===== config.mk =====
export PLATFORM = sky130hd
export DESIGN_NAME = pie_cmd_framer
export DESIGN_NICKNAME = d
export VERILOG_FILES = /design/src/rtl/pie_cmd_framer.sv
export SDC_FILE = /design/constraint.sdc
export NUM_CORES = 1
export LEC_CHECK = 0
export CAP_MARGIN = 15
export CORE_MARGIN = 4
export CORE_UTILIZATION = 60
export CTS_BUF_LIST = sky130_fd_sc_hd__clkbuf_8
export CTS_CLUSTER_SIZE = 30
export DETAILED_ROUTE_END_ITERATION = 7
export PLACE_DENSITY_LB_ADDON = 0.25
export SYNTH_ARGS = -nofsm -noshare
export SYNTH_HDL_FRONTEND = slang
export SYNTH_SLANG_ARGS = --single-unit
export TNS_END_PERCENT = 100

===== constraint.sdc =====
create_clock -name clk -period 6.65 [get_ports clk]
set_clock_uncertainty 0.15 [all_clocks]
set_input_delay 1.33 -clock clk [delete_from_list [all_inputs] [get_ports clk]]
set_output_delay 1.33 -clock clk [all_outputs]
set_load 0.005 [all_outputs]

===== src/rtl/pie_cmd_framer.sv =====
`timescale 1ns/1ps
// pie_cmd_framer
// Upstream feeder for pie_encoder. Latches one reader command (payload of up
// to MAX_BITS bits, sent MSB-first). The payload is presented one bit at a
// time and advances on the encoder's in_rdy strobe. CRC-5 or CRC-16 is then
// appended. Between commands the encoder is held in reset. The block also
// drives the encoder's preamble select and a tx_active envelope.
//
// Ports
//   clk, rst_n     system clock, asynchronous active-low reset
//   cmd_start      1-cycle request, only looked at while idle
//   cmd_abort      synchronous abort, returns to idle from any state
//   cmd_bits       payload, left-justified (bit MAX_BITS-1 goes first)
//   cmd_len        payload bit count; anything above MAX_BITS is clamped
//   crc_mode       0 none, 1 CRC-5, 2 CRC-16, 3 none
//   cmd_preamble   1 full preamble (TRCAL), 0 frame-sync
//   cmd_busy       command in flight
//   cmd_done       1-cycle pulse on normal completion
//   tx_active      encoder output is a valid PIE frame
//   enc_rst        active-high reset to pie_encoder
//   enc_preamble   preamble select to pie_encoder
//   enc_bit        current head bit to pie_encoder
//   enc_rdy        pie_encoder consumes enc_bit in cycles where this is high
module pie_cmd_framer #(
    parameter int MAX_BITS = 128,
    parameter int LEN_W    = $clog2(MAX_BITS + 1)
) (
    input  logic                clk,
    input  logic                rst_n,
    input  logic                cmd_start,
    input  logic                cmd_abort,
    input  logic [MAX_BITS-1:0] cmd_bits,
    input  logic [LEN_W-1:0]    cmd_len,
    input  logic [1:0]          crc_mode,
    input  logic                cmd_preamble,
    output logic                cmd_busy,
    output logic                cmd_done,
    output logic                tx_active,
    output logic                enc_rst,
    output logic                enc_preamble,
    output logic                enc_bit,
    input  logic                enc_rdy
);

    typedef enum logic [1:0] {IDLE, PAYLOAD, CRC, DRAIN} state_t;

    localparam logic [LEN_W-1:0] MAX_LEN   = LEN_W'(MAX_BITS);
    localparam logic [LEN_W-1:0] ONE       = LEN_W'(1);
    localparam logic [4:0]       CRC5_INIT = 5'b01001;

    state_t                state_q, state_d;
    logic [MAX_BITS-1:0]   shift_q, shift_d;
    logic [LEN_W-1:0]      remain_q, remain_d;
    logic [1:0]            mode_q, mode_d;
    logic [4:0]            crc5_q, crc5_d;
    logic [15:0]           crc16_q, crc16_d;
    logic                  busy_q, busy_d;
    logic                  done_q, done_d;
    logic                  txa_q, txa_d;
    logic                  erst_q, erst_d;
    logic                  epre_q, epre_d;

    logic                  head;
    logic [4:0]            crc5_step;
    logic [15:0]           crc16_step;
    logic [LEN_W-1:0]      len_clamped;
    logic [1:0]            start_mode;

    // Places the frozen CRC at the top of the shift register so that the
    // same MSB tap feeds the encoder for payload and for CRC.
    // CRC-16 goes out complemented. CRC-5 goes out as-is.
    function automatic logic [MAX_BITS-1:0] crc_image(input logic [1:0]  m,
                                                      input logic [4:0]  c5,
                                                      input logic [15:0] c16);
        crc_image = '0;
        if (m == 2'd1)
            crc_image[MAX_BITS-1 -: 5] = c5;
        else
            crc_image[MAX_BITS-1 -: 16] = ~c16;
    endfunction

    function automatic logic [LEN_W-1:0] crc_len(input logic [1:0] m);
        crc_len = (m == 2'd1) ? LEN_W'(5) : LEN_W'(16);
    endfunction

    // enc_bit is taken straight from a flop. It is never gated by enc_rdy.
    assign head = shift_q[MAX_BITS-1];

    // Bit-serial CRC update using the bit that the encoder is consuming
    always_comb begin
        crc5_step  = {crc5_q[3:0], 1'b0}  ^ ((head ^ crc5_q[4])   ? 5'b01001 : 5'b00000);
        crc16_step = {crc16_q[14:0], 1'b0} ^ ((head ^ crc16_q[15]) ? 16'h1021 : 16'h0000);
        len_clamped = (cmd_len > MAX_LEN) ? MAX_LEN : cmd_len;
        start_mode  = (crc_mode == 2'd1 || crc_mode == 2'd2) ? crc_mode : 2'd0;
    end

    // Next-state and next-output logic. Every output is the image of a flop,
    // so this block computes next values only.
    always_comb begin
        state_d  = state_q;
        shift_d  = shift_q;
        remain_d = remain_q;
        mode_d   = mode_q;
        crc5_d   = crc5_q;
        crc16_d  = crc16_q;
        busy_d   = busy_q;
        done_d   = 1'b0;
        txa_d    = txa_q;
        erst_d   = erst_q;
        epre_d   = epre_q;

        if (cmd_abort) begin
            state_d  = IDLE;
            shift_d  = '0;
            remain_d = '0;
            busy_d   = 1'b0;
            txa_d    = 1'b0;
            erst_d   = 1'b1;
            epre_d   = 1'b0;
        end else begin
            case (state_q)
                IDLE: begin
                    if (cmd_start) begin
                        if (len_clamped == '0 && start_mode == 2'd0) begin
                            // Nothing to send. Acknowledge and stay idle.
                            done_d = 1'b1;
                        end else begin
                            busy_d  = 1'b1;
                            txa_d   = 1'b1;
                            erst_d  = 1'b0;
                            epre_d  = cmd_preamble;
                            mode_d  = start_mode;
                            crc5_d  = CRC5_INIT;
                            crc16_d = 16'hFFFF;
                            if (len_clamped != '0) begin
                                state_d  = PAYLOAD;
                                shift_d  = cmd_bits;
                                remain_d = len_clamped;
                            end else begin
                                state_d  = CRC;
                                shift_d  = crc_image(start_mode, CRC5_INIT, 16'hFFFF);
                                remain_d = crc_len(start_mode);
                            end
                        end
                    end
                end
                PAYLOAD: begin
                    if (enc_rdy) begin
                        crc5_d   = crc5_step;
                        crc16_d  = crc16_step;
                        shift_d  = {shift_q[MAX_BITS-2:0], 1'b0};
                        remain_d = remain_q - ONE;
                        if (remain_q == ONE) begin
                            if (mode_q != 2'd0) begin
                                state_d  = CRC;
                                shift_d  = crc_image(mode_q, crc5_step, crc16_step);
                                remain_d = crc_len(mode_q);
                            end else begin
                                state_d = DRAIN;
                                shift_d = '0;
                            end
                        end
                    end
                end
                CRC: begin
                    if (enc_rdy) begin
                        shift_d  = {shift_q[MAX_BITS-2:0], 1'b0};
                        remain_d = remain_q - ONE;
                        if (remain_q == ONE) begin
                            state_d = DRAIN;
                            shift_d = '0;
                        end
                    end
                end
                DRAIN: begin
                    // This strobe ends the final symbol. The encoder is put
                    // back into reset before it can start another symbol.
                    if (enc_rdy) begin
                        state_d = IDLE;
                        busy_d  = 1'b0;
                        txa_d   = 1'b0;
                        erst_d  = 1'b1;
                        epre_d  = 1'b0;
                        done_d  = 1'b1;
                    end
                end
                default: state_d = IDLE;
            endcase
        end
    end

    // State and output registers
    always_ff @(posedge clk or negedge rst_n) begin
        if (!rst_n) begin
            state_q  <= IDLE;
            shift_q  <= '0;
            remain_q <= '0;
            mode_q   <= 2'd0;
            crc5_q   <= '0;
            crc16_q  <= '0;
            busy_q   <= 1'b0;
            done_q   <= 1'b0;
            txa_q    <= 1'b0;
            erst_q   <= 1'b1;
            epre_q   <= 1'b0;
        end else begin
            state_q  <= state_d;
            shift_q  <= shift_d;
            remain_q <= remain_d;
            mode_q   <= mode_d;
            crc5_q   <= crc5_d;
            crc16_q  <= crc16_d;
            busy_q   <= busy_d;
            done_q   <= done_d;
            txa_q    <= txa_d;
            erst_q   <= erst_d;
            epre_q   <= epre_d;
        end
    end

    assign enc_bit      = head;
    assign cmd_busy     = busy_q;
    assign cmd_done     = done_q;
    assign tx_active    = txa_q;
    assign enc_rst      = erst_q;
    assign enc_preamble = epre_q;

endmodule


* Word-level counts from Yosys, hierarchy flattened
Cells that the tools add are included.
Word-level totals: bits in registers 165, input port bits 144, output and inout bits 6, word-level logic and storage cells 118
Operators by class: $add $sub $neg 1, order comparisons 1, eq/ne operators 18, mux-type cells 66, bitwise logic cells 7, reductions and logical operators 15
Operators with widths (number):
- 128-bit 2-to-1 mux | 9
- 128-bit case mux with 3 select lines | 1
- 8-bit 2-to-1 mux | 9
- 16-bit 2-to-1 mux | 3
- 16-bit case mux with 2 select lines | 1
- 5-bit 2-to-1 mux | 6
- 8-bit case mux with 3 select lines | 1
- 3-bit inequality test, second input constant | 7
- 2-bit 2-to-1 mux | 10
- 1-bit 2-to-1 mux | 16
- 16-bit inverter | 1
- 16-bit by 13-bit XOR with 16-bit output | 1
- 13-bit 2-to-1 mux | 1
- 11-bit 2-to-1 mux | 1
- 5-bit case mux with 2 select lines | 1
- 5-bit AND reduction | 2
- 2-bit by 1-bit == test with 1-bit output, second input constant | 4
- 8-bit by 1-bit == test with 1-bit output, second input constant | 1
- 8-bit greater-than comparator, second input constant | 1
- 8-bit logical NOT | 1
- 4-bit 2-to-1 mux | 2
- 1-bit case mux with 2 select lines | 4
- 2-bit case mux with 4 select lines | 1
- 4-bit AND reduction | 2
- other kinds (14) | 22

* Depth between registers and ports, before layout
depth after elaboration 10, depth in mapped cells 10, depth with buffers taken out 7

* Worst setup path after synthesis
OpenSTA, ideal clock, no wires.
kind input-to-reg, start point input cmd_len[1], end point register shift_q[116], library setup time 0.122 ns, arrival time 2.806 ns, required time 6.378 ns, slack 3.572 ns, stages 7, buffers on the path 2, cells stage by stage or4_4 -> nor2_2 -> a41o_1 -> buf_4 -> buf_6 -> nor2_1 -> a32o_1
Between the ends: word-level cells in the longest chain between the ends 8, elaborated cells on any way between the ends 12, those cells by class 1 x order compare; 1 x eq/ne; 6 x mux; 4 x reduce/logical
RTL lines:
- start: declaration | line 33 | input logic [LEN_W-1:0] cmd_len,
- 8-bit greater-than comparator | line 93 | len_clamped = (cmd_len > MAX_LEN) ? MAX_LEN : cmd_len;
- 8-bit 2-to-1 mux * | line 93
- 8-bit nonzero test | line 135 | if (len_clamped != '0) begin
- 128-bit 2-to-1 mux | line 135
- 128-bit 2-to-1 mux | line 124 | if (len_clamped == '0 && start_mode == 2'd0) begin
- 128-bit 2-to-1 mux | line 123 | if (cmd_start) begin
- 128-bit case mux with 3 select lines | line 121 | case (state_q)
- 128-bit 2-to-1 mux | line 112 | if (cmd_abort) begin
- end signal: assignment | line 208 | shift_q <= shift_d;
- end: declaration | line 52 | logic [MAX_BITS-1:0] shift_q, shift_d;
Mark *: on every way between the ends. The rest lies on a longest branch, timed or not. The select of a mux whose other input is x is not followed. A chain may end at the register's enable or synchronous reset.

* Final worst setup path
start point input cmd_len[1], end point register shift_q[33]
The elaborated chain is that of the path after synthesis.

==> qor.txt <==
Synthesized flop and latch total: 165
Core ar.: 14600 um2
Post-synth EDFFs: 0
Vias/cell: 6.15
Routed vias: 7822
Cell Area, Synth: 8980 um2
Top_reg_cell synth: dfrtp_1
Area grow syn2layout: 21.4%
Pleak: 4.52 nW
Number of max-cap violations: 0
Drt drc: 0
DR pass1 iterations: 5
Last weighted congestion value of the routability-driven placer: 0.890
Peak supply drop: 0.000250 V
ANT nets after route: 0
Unrepaired setup endpoints after global routing: false
TNS Setup: 0 ps
Htree depth: 4
GRT met2 Usage: 37.9%
Outcome: completed
Post-Route WL: 22300 um
Crit Path Max Fanout: 68
Total gr overflow: 0
Synth cell count leaders: a21oi_1, dfrtp_1, nand2_1
Final Cycle Share: 60.4%
Worst-Margin Slew: 1030 ps
Fmax: 249 MHz
Boundary Pins: 150
Starting Density: 61.5%
Post-DP HPWL: 13900 um
Mapped Cells: 994
Clk root buf: clkbuf_8
Critical Path RT: 6820 ps
Clock Pin Slew Worst Setup and Hold Paths: 90 ps
Busiest grt layer: met1
GR Util met3: 6.06%
Drt wl/cell: 17.5 um
Number of library cell types mapped by synthesis: 62
Setup repair bufs after CTS: 0
Slew HR: 31.1%
Post-route setup slack: 2630 ps
Crit path DAT: 4190 ps
Power Dens Cells: 423 nW/um2
Max clock buf depth: 2
Yosys warning count: 0
Inserted Clock Buffers: 17
Row Count: 44
First-pass GRT wire length: 36100 um
Overall Global Routing Usage: 26.1%
Worst skew pair latency: 460 ps
Hold Buf Count CTS: 0
Die area: 17000 um2
Crit path time final: 4020 ps
CTS Sinks: 165
Die X: 130 um
Sequential area share after synthesis: 46.0%
Chip Height: 130 um
Port buffer count: 149
Vias in the first global route: 7266
Top cell type's share of synthesized area: 45.7%
Ant. Diodes: 0
Critical Path Start Type: input pin
Most frequent cell after synthesis: a21oi_1
Share of cells above drive strength 1: 10.8%
Hold Fails Final Rpt: 0
Initial antenna violation count: 0
Synth area leader: dfrtp_1
Final Max Tran Viols: 0
DR iter-0 viols: 694
Crit. End Element: flop
Largest net degree at the start of global routing: 116
Avg Cell Area, Syn: 9.03 um2
Post-place setup slack: 2190 ps
Crit path kind: input pin to flop
GR Util met1: 38.9%
Dominant cells by area after synthesis: dfrtp_1, a21oi_1, o31ai_2, nand2_1, o31ai_1
Nets@finish: 1227
CTS tree: done
Hold WC Path Type: flop to flop
Setup-failing EPs final: 0
Post-CTS sizing: 0
Post-Syn Nets: 1146
FFs w/ async S/R, synth: 100%
==> cell families after synthesis <==
logic type,share of synthesized area [%]
compound gates,34.8
xor+xnor,0.683
mux,0.920
buf+inv,5.98
flops,46.0
simple gates,10.5
fa+ha+maj,1.11
==> sequential cells by signal (all words and copies together), names as in the netlist <==
register / cells
crc5_q: 5
state_q: 2
enc_rst: 1
shift_q: 128
crc16_q: 16
enc_preamble: 1
remain_q: 8
tx_active: 1
cmd_done: 1
mode_q: 2
==> stage by stage <==
step           total power, W  area [um2]  hold WS (ps)  instances  util (%)
3_5_place_dp          0.00367       10400           316       1239      71.1
4_1_cts               0.00460       10900           336       1271      74.5
3_3_place_gp          0.00360       10400           310       1239      71.1
6_report              0.00461       10900           333       1272      74.7
2_1_floorplan         0.00323        8980           299        994         -
5_1_grt               0.00494       10900           355       1272      74.7
==> critical path: stages <==
cell	delay, ps
clkdlybuf4s50_1	470
or4_4	600
nor2_2	240
a41o_4	700
buf_4	610
o31ai_1	170
==> power by group <==
part	switching, W	total, W	internal (W)
Combinational	0.00116	0.00190	0.000739
Sequential	0.000316	0.00180	0.00149
Clock	0.000378	0.000909	0.000532
==> per-layer routing <==
layer | share of wire [%] | vias up
met1 | 45 | 3721
met5 | 0 | -
met4 | 2.0 | 0
met2 | 46 | 298
met3 | 7.5 | 44
li1 | - | 3759
==> cell type report <==
cell class,count,area [um2]
Multi-Input combinational cell,709,4350
Sequential cell,165,4130
Fill cell,1062,3690
Timing Repair Buffer,161,1600
Clock inverter,14,254
Clock buffer,18,248
Tap cell,184,230
Inverter,21,78.8
==> worst paths after layout <==
check | startpoint | endpoint | slack (ps) | cells after the start
worst max register to register | state_q[1]$_DFFE_PN0P_ | shift_q[73]$_DFFE_PN0P_ | 3030 | 8
worst min-delay path | shift_q[53]$_DFFE_PN0P_ | shift_q[53]$_DFFE_PN0P_ | 330 | 2
min in group asynchronous | rst_n | enc_preamble$_DFFE_PN0P_ | 800 | 1
max in group asynchronous | rst_n | shift_q[35]$_DFFE_PN0P_ | 4180 | 2
worst min register to register | shift_q[53]$_DFFE_PN0P_ | shift_q[53]$_DFFE_PN0P_ | 330 | 2
worst max-delay path | cmd_len[1] | shift_q[33]$_DFFE_PN0P_ | 2630 | 6
==> layout by cell type, fill, tap and decap left out, types with 2 or more instances in the layout <==
cell type        instances
clkinv_2                 3
nand3b_1                 2
o221ai_1                 2
buf_4                   11
clkbuf_8                18
inv_6                    2
xnor2_1                  5
dfrtp_1                164
o21ai_1                 12
a211oi_1                 6
o21ai_0                 17
ha_1                     7
a22o_1                   9
nand4_1                  3
nand2_1                151
o41ai_2                  6
a311o_1                  2
o22ai_1                  4
nor2_1                  36
a21o_1                   3
or3_1                    3
clkdlybuf4s50_1        148
a21oi_1                258
xor2_1                   2
mux2_2                   2
bufinv_16                7
nand2b_1                 2
o31ai_2                 51
o211ai_1                 3
nor4_1                   5
nor3b_1                  2
a32o_1                   2
mux2i_1                  6
a31oi_1                  3
or4_4                    2
o31ai_1                 66
inv_1                   21
a22oi_1                  6
nor3_1                   3
or4_1                    2
(Power assumes the default switching activity.)
==> edit, RTL diff (config.mk and constraints unchanged) <==
The parameter `MAX_BITS` goes from 128 to 64.
--- a/src/rtl/pie_cmd_framer.sv
+++ b/src/rtl/pie_cmd_framer.sv
@@ -22,7 +22,7 @@
 //   enc_bit        current head bit to pie_encoder
 //   enc_rdy        pie_encoder consumes enc_bit in cycles where this is high
 module pie_cmd_framer #(
-    parameter int MAX_BITS = 128,
+    parameter int MAX_BITS = 64,
     parameter int LEN_W    = $clog2(MAX_BITS + 1)
 ) (
     input  logic                clk,
Ports: changed (resized cmd_bits and cmd_len); port bits go from 150 to 85. The function was not compared with the original's and may differ.
==> edit against the original RTL <==
  * Wire length shrank 42%
  * Largest cell class unchanged
  * Critical endpoint is now remain_q[4]
  * Sequential cell count shrank 65
  * Cell area is 41% lower
  * Synthesized area down 40%
  * Power shrank 40%
  * Worst setup slack better by 0.16 ns
  * Critical path depth unchanged
  * Non-clock buffer count decreased by 72
==> edit: results (changes against the original RTL) <==
[critical_path]
r2r_cells = 6  ; was 8
critPathArrivalTime_ns = 3.97  ; was 4.19 ns
cp_slowest_cell = o21a_4  ; was a41o_4
cp_max_fo = 106  ; was 68
reg2reg_slack_ns = 3.01  ; was 3.03 ns
crit_path_max_incr_delay_ns = 0.86  ; was 0.70 ns
crit_family = compound AO/OA/AOI/OAI gates  ; was buffers and inverters
crit-reg2reg-capture = shift_q[47]  ; was shift_q[73]

[synthesis]
yosys_warnings = 0  ; unchanged
postSynthCellCount = 589  ; was 994
synth-compound-area-share = 0.281  ; was 0.348
synth_cell_types = 60  ; was 62
synthAdderAreaFrac = 0.0185  ; was 0.0111
synth-xor-area-share = 0.0113  ; was 0.00683
synthTopCellsByCount = dfrtp_1 (99), nand2_1 (96), o31ai_1 (48), a22oi_1 (47), o21ai_0 (32)  ; was a21oi_1 (258), dfrtp_1 (164), nand2_1 (152), clkbuf_1 (68), o31ai_1 (66)
synth_area_leaders = dfrtp_1 (46%), nand2_1 (6.7%), o31ai_1 (6.7%), a22oi_1 (6.5%), o21ai_0 (3.0%)  ; was dfrtp_1 (46%), a21oi_1 (14%), o31ai_2 (7.1%), nand2_1 (6.4%), o31ai_1 (5.5%)
syn_nets = 676  ; was 1,146
muxShareOfSynthArea = 0.00786  ; was 0.00920
yosysSeqAreaShare = 0.463  ; was 0.460

[clock_network]
cts_setup_buffers = 0  ; unchanged
clk_latency_ns = 0.37  ; was 0.46 ns
numCtsBuffers = 9  ; was 17

[pwr]
p_clk_mw = 0.474  ; was 0.909 mW
p_leak_nw = 2.68  ; was 4.52 nW
ir_worst_vdd_v = 0.000348  ; was 0.000250 V
p_int_mw = 1.60  ; was 2.76 mW
seqPwrFrac = 0.381  ; was 0.392

[place]
gp_congestion = 0.837  ; was 0.890
dp_hpwl_um = 8360  ; was 13,900 um
place_inst = 733  ; was 1,239

[grt]
grt_first_pass_wirelength_um = 21000  ; was 36,100 um
grt_max_degree = 107  ; was 116
first_global_vias = 4442  ; was 7,266
grt_util_all_layers = 0.248  ; was 0.261

[route]
wl_per_cell_um = 17.3  ; was 17.5 um
vias = 4696  ; was 7,822
routed_via_density = 6.27  ; was 6.15

[min_path]
holdPathEnd = shift_q[15]  ; was shift_q[53]
hp-start = shift_q[15]  ; was shift_q[53]

[run_status]
outcome = completed  ; unchanged

[cells_and_area]
layout-drive-gt1-share = 0.0577  ; was 0.108
top_regs = shift_q (64), crc16_q (16), remain_q (7)  ; was shift_q (128), crc16_q (16), remain_q (8)
final_nets = 724  ; was 1,227

[timing]
tightest_slew_ns = 1.15  ; was 1.03 ns

==> edit: logic make-up after synthesis <==
family	Yosys count
adder cells (fa/ha/maj)	8
flip-flops	100
buffers and inverters	67
multiplexers	4
XOR/XNOR	7
AO/OA/AOI/OAI	214
AND/OR/NAND/NOR	189
==> edit: stage by stage <==
stage / setup slack [ns] / power (mW) / utilization / hold slack [ns] / area [um2]
6_report: 2.79 / 2.75 / 0.734 / 0.332 / 6430
5_1_grt: 2.64 / 2.95 / 0.734 / 0.358 / 6430
2_1_floorplan: 3.58 / 1.97 / - / 0.289 / 5410
4_1_cts: 2.78 / 2.74 / 0.733 / 0.337 / 6420
3_3_place_gp: 2.50 / 2.21 / 0.705 / 0.310 / 6180
3_5_place_dp: 2.41 / 2.26 / 0.705 / 0.316 / 6180
==> edit: metal layers <==
metal / GRT usage / vias to the layer above / routed length, um / part of all wire
li1: - / 2259 / - / -
met1: 0.335 / 2260 / 5600 / 0.43
met2: 0.411 / 161 / 6350 / 0.49
met3: 0.0501 / 16 / 816 / 0.063
met4: 0.0697 / 0 / 183 / 0.014
met5: 0 / - / 0 / 0
==> edit: how the worst max path moves through the flow <==
stage / slack (ns) / from / cells after the start / endpoint
after floorplan: 3.58 / cmd_len[4] / 6 / crc5_q[0]
after global placement: 2.50 / cmd_len[4] / 6 / remain_q[4]
after detailed placement: 2.41 / cmd_len[4] / 6 / remain_q[4]
after CTS: 2.78 / cmd_len[4] / 6 / remain_q[4]
after global routing: 2.64 / cmd_len[4] / 6 / remain_q[4]
final: 2.79 / cmd_len[4] / 6 / remain_q[4]
==> edit: cell type report <==
cell class	instances	area (um2)
Clock buffer	10	138
Clock inverter	5	108
Fill cell	672	2330
Inverter	15	56.3
Multi-Input combinational cell	422	2620
Sequential cell	100	2500
Tap cell	108	135
Timing Repair Buffer	89	871
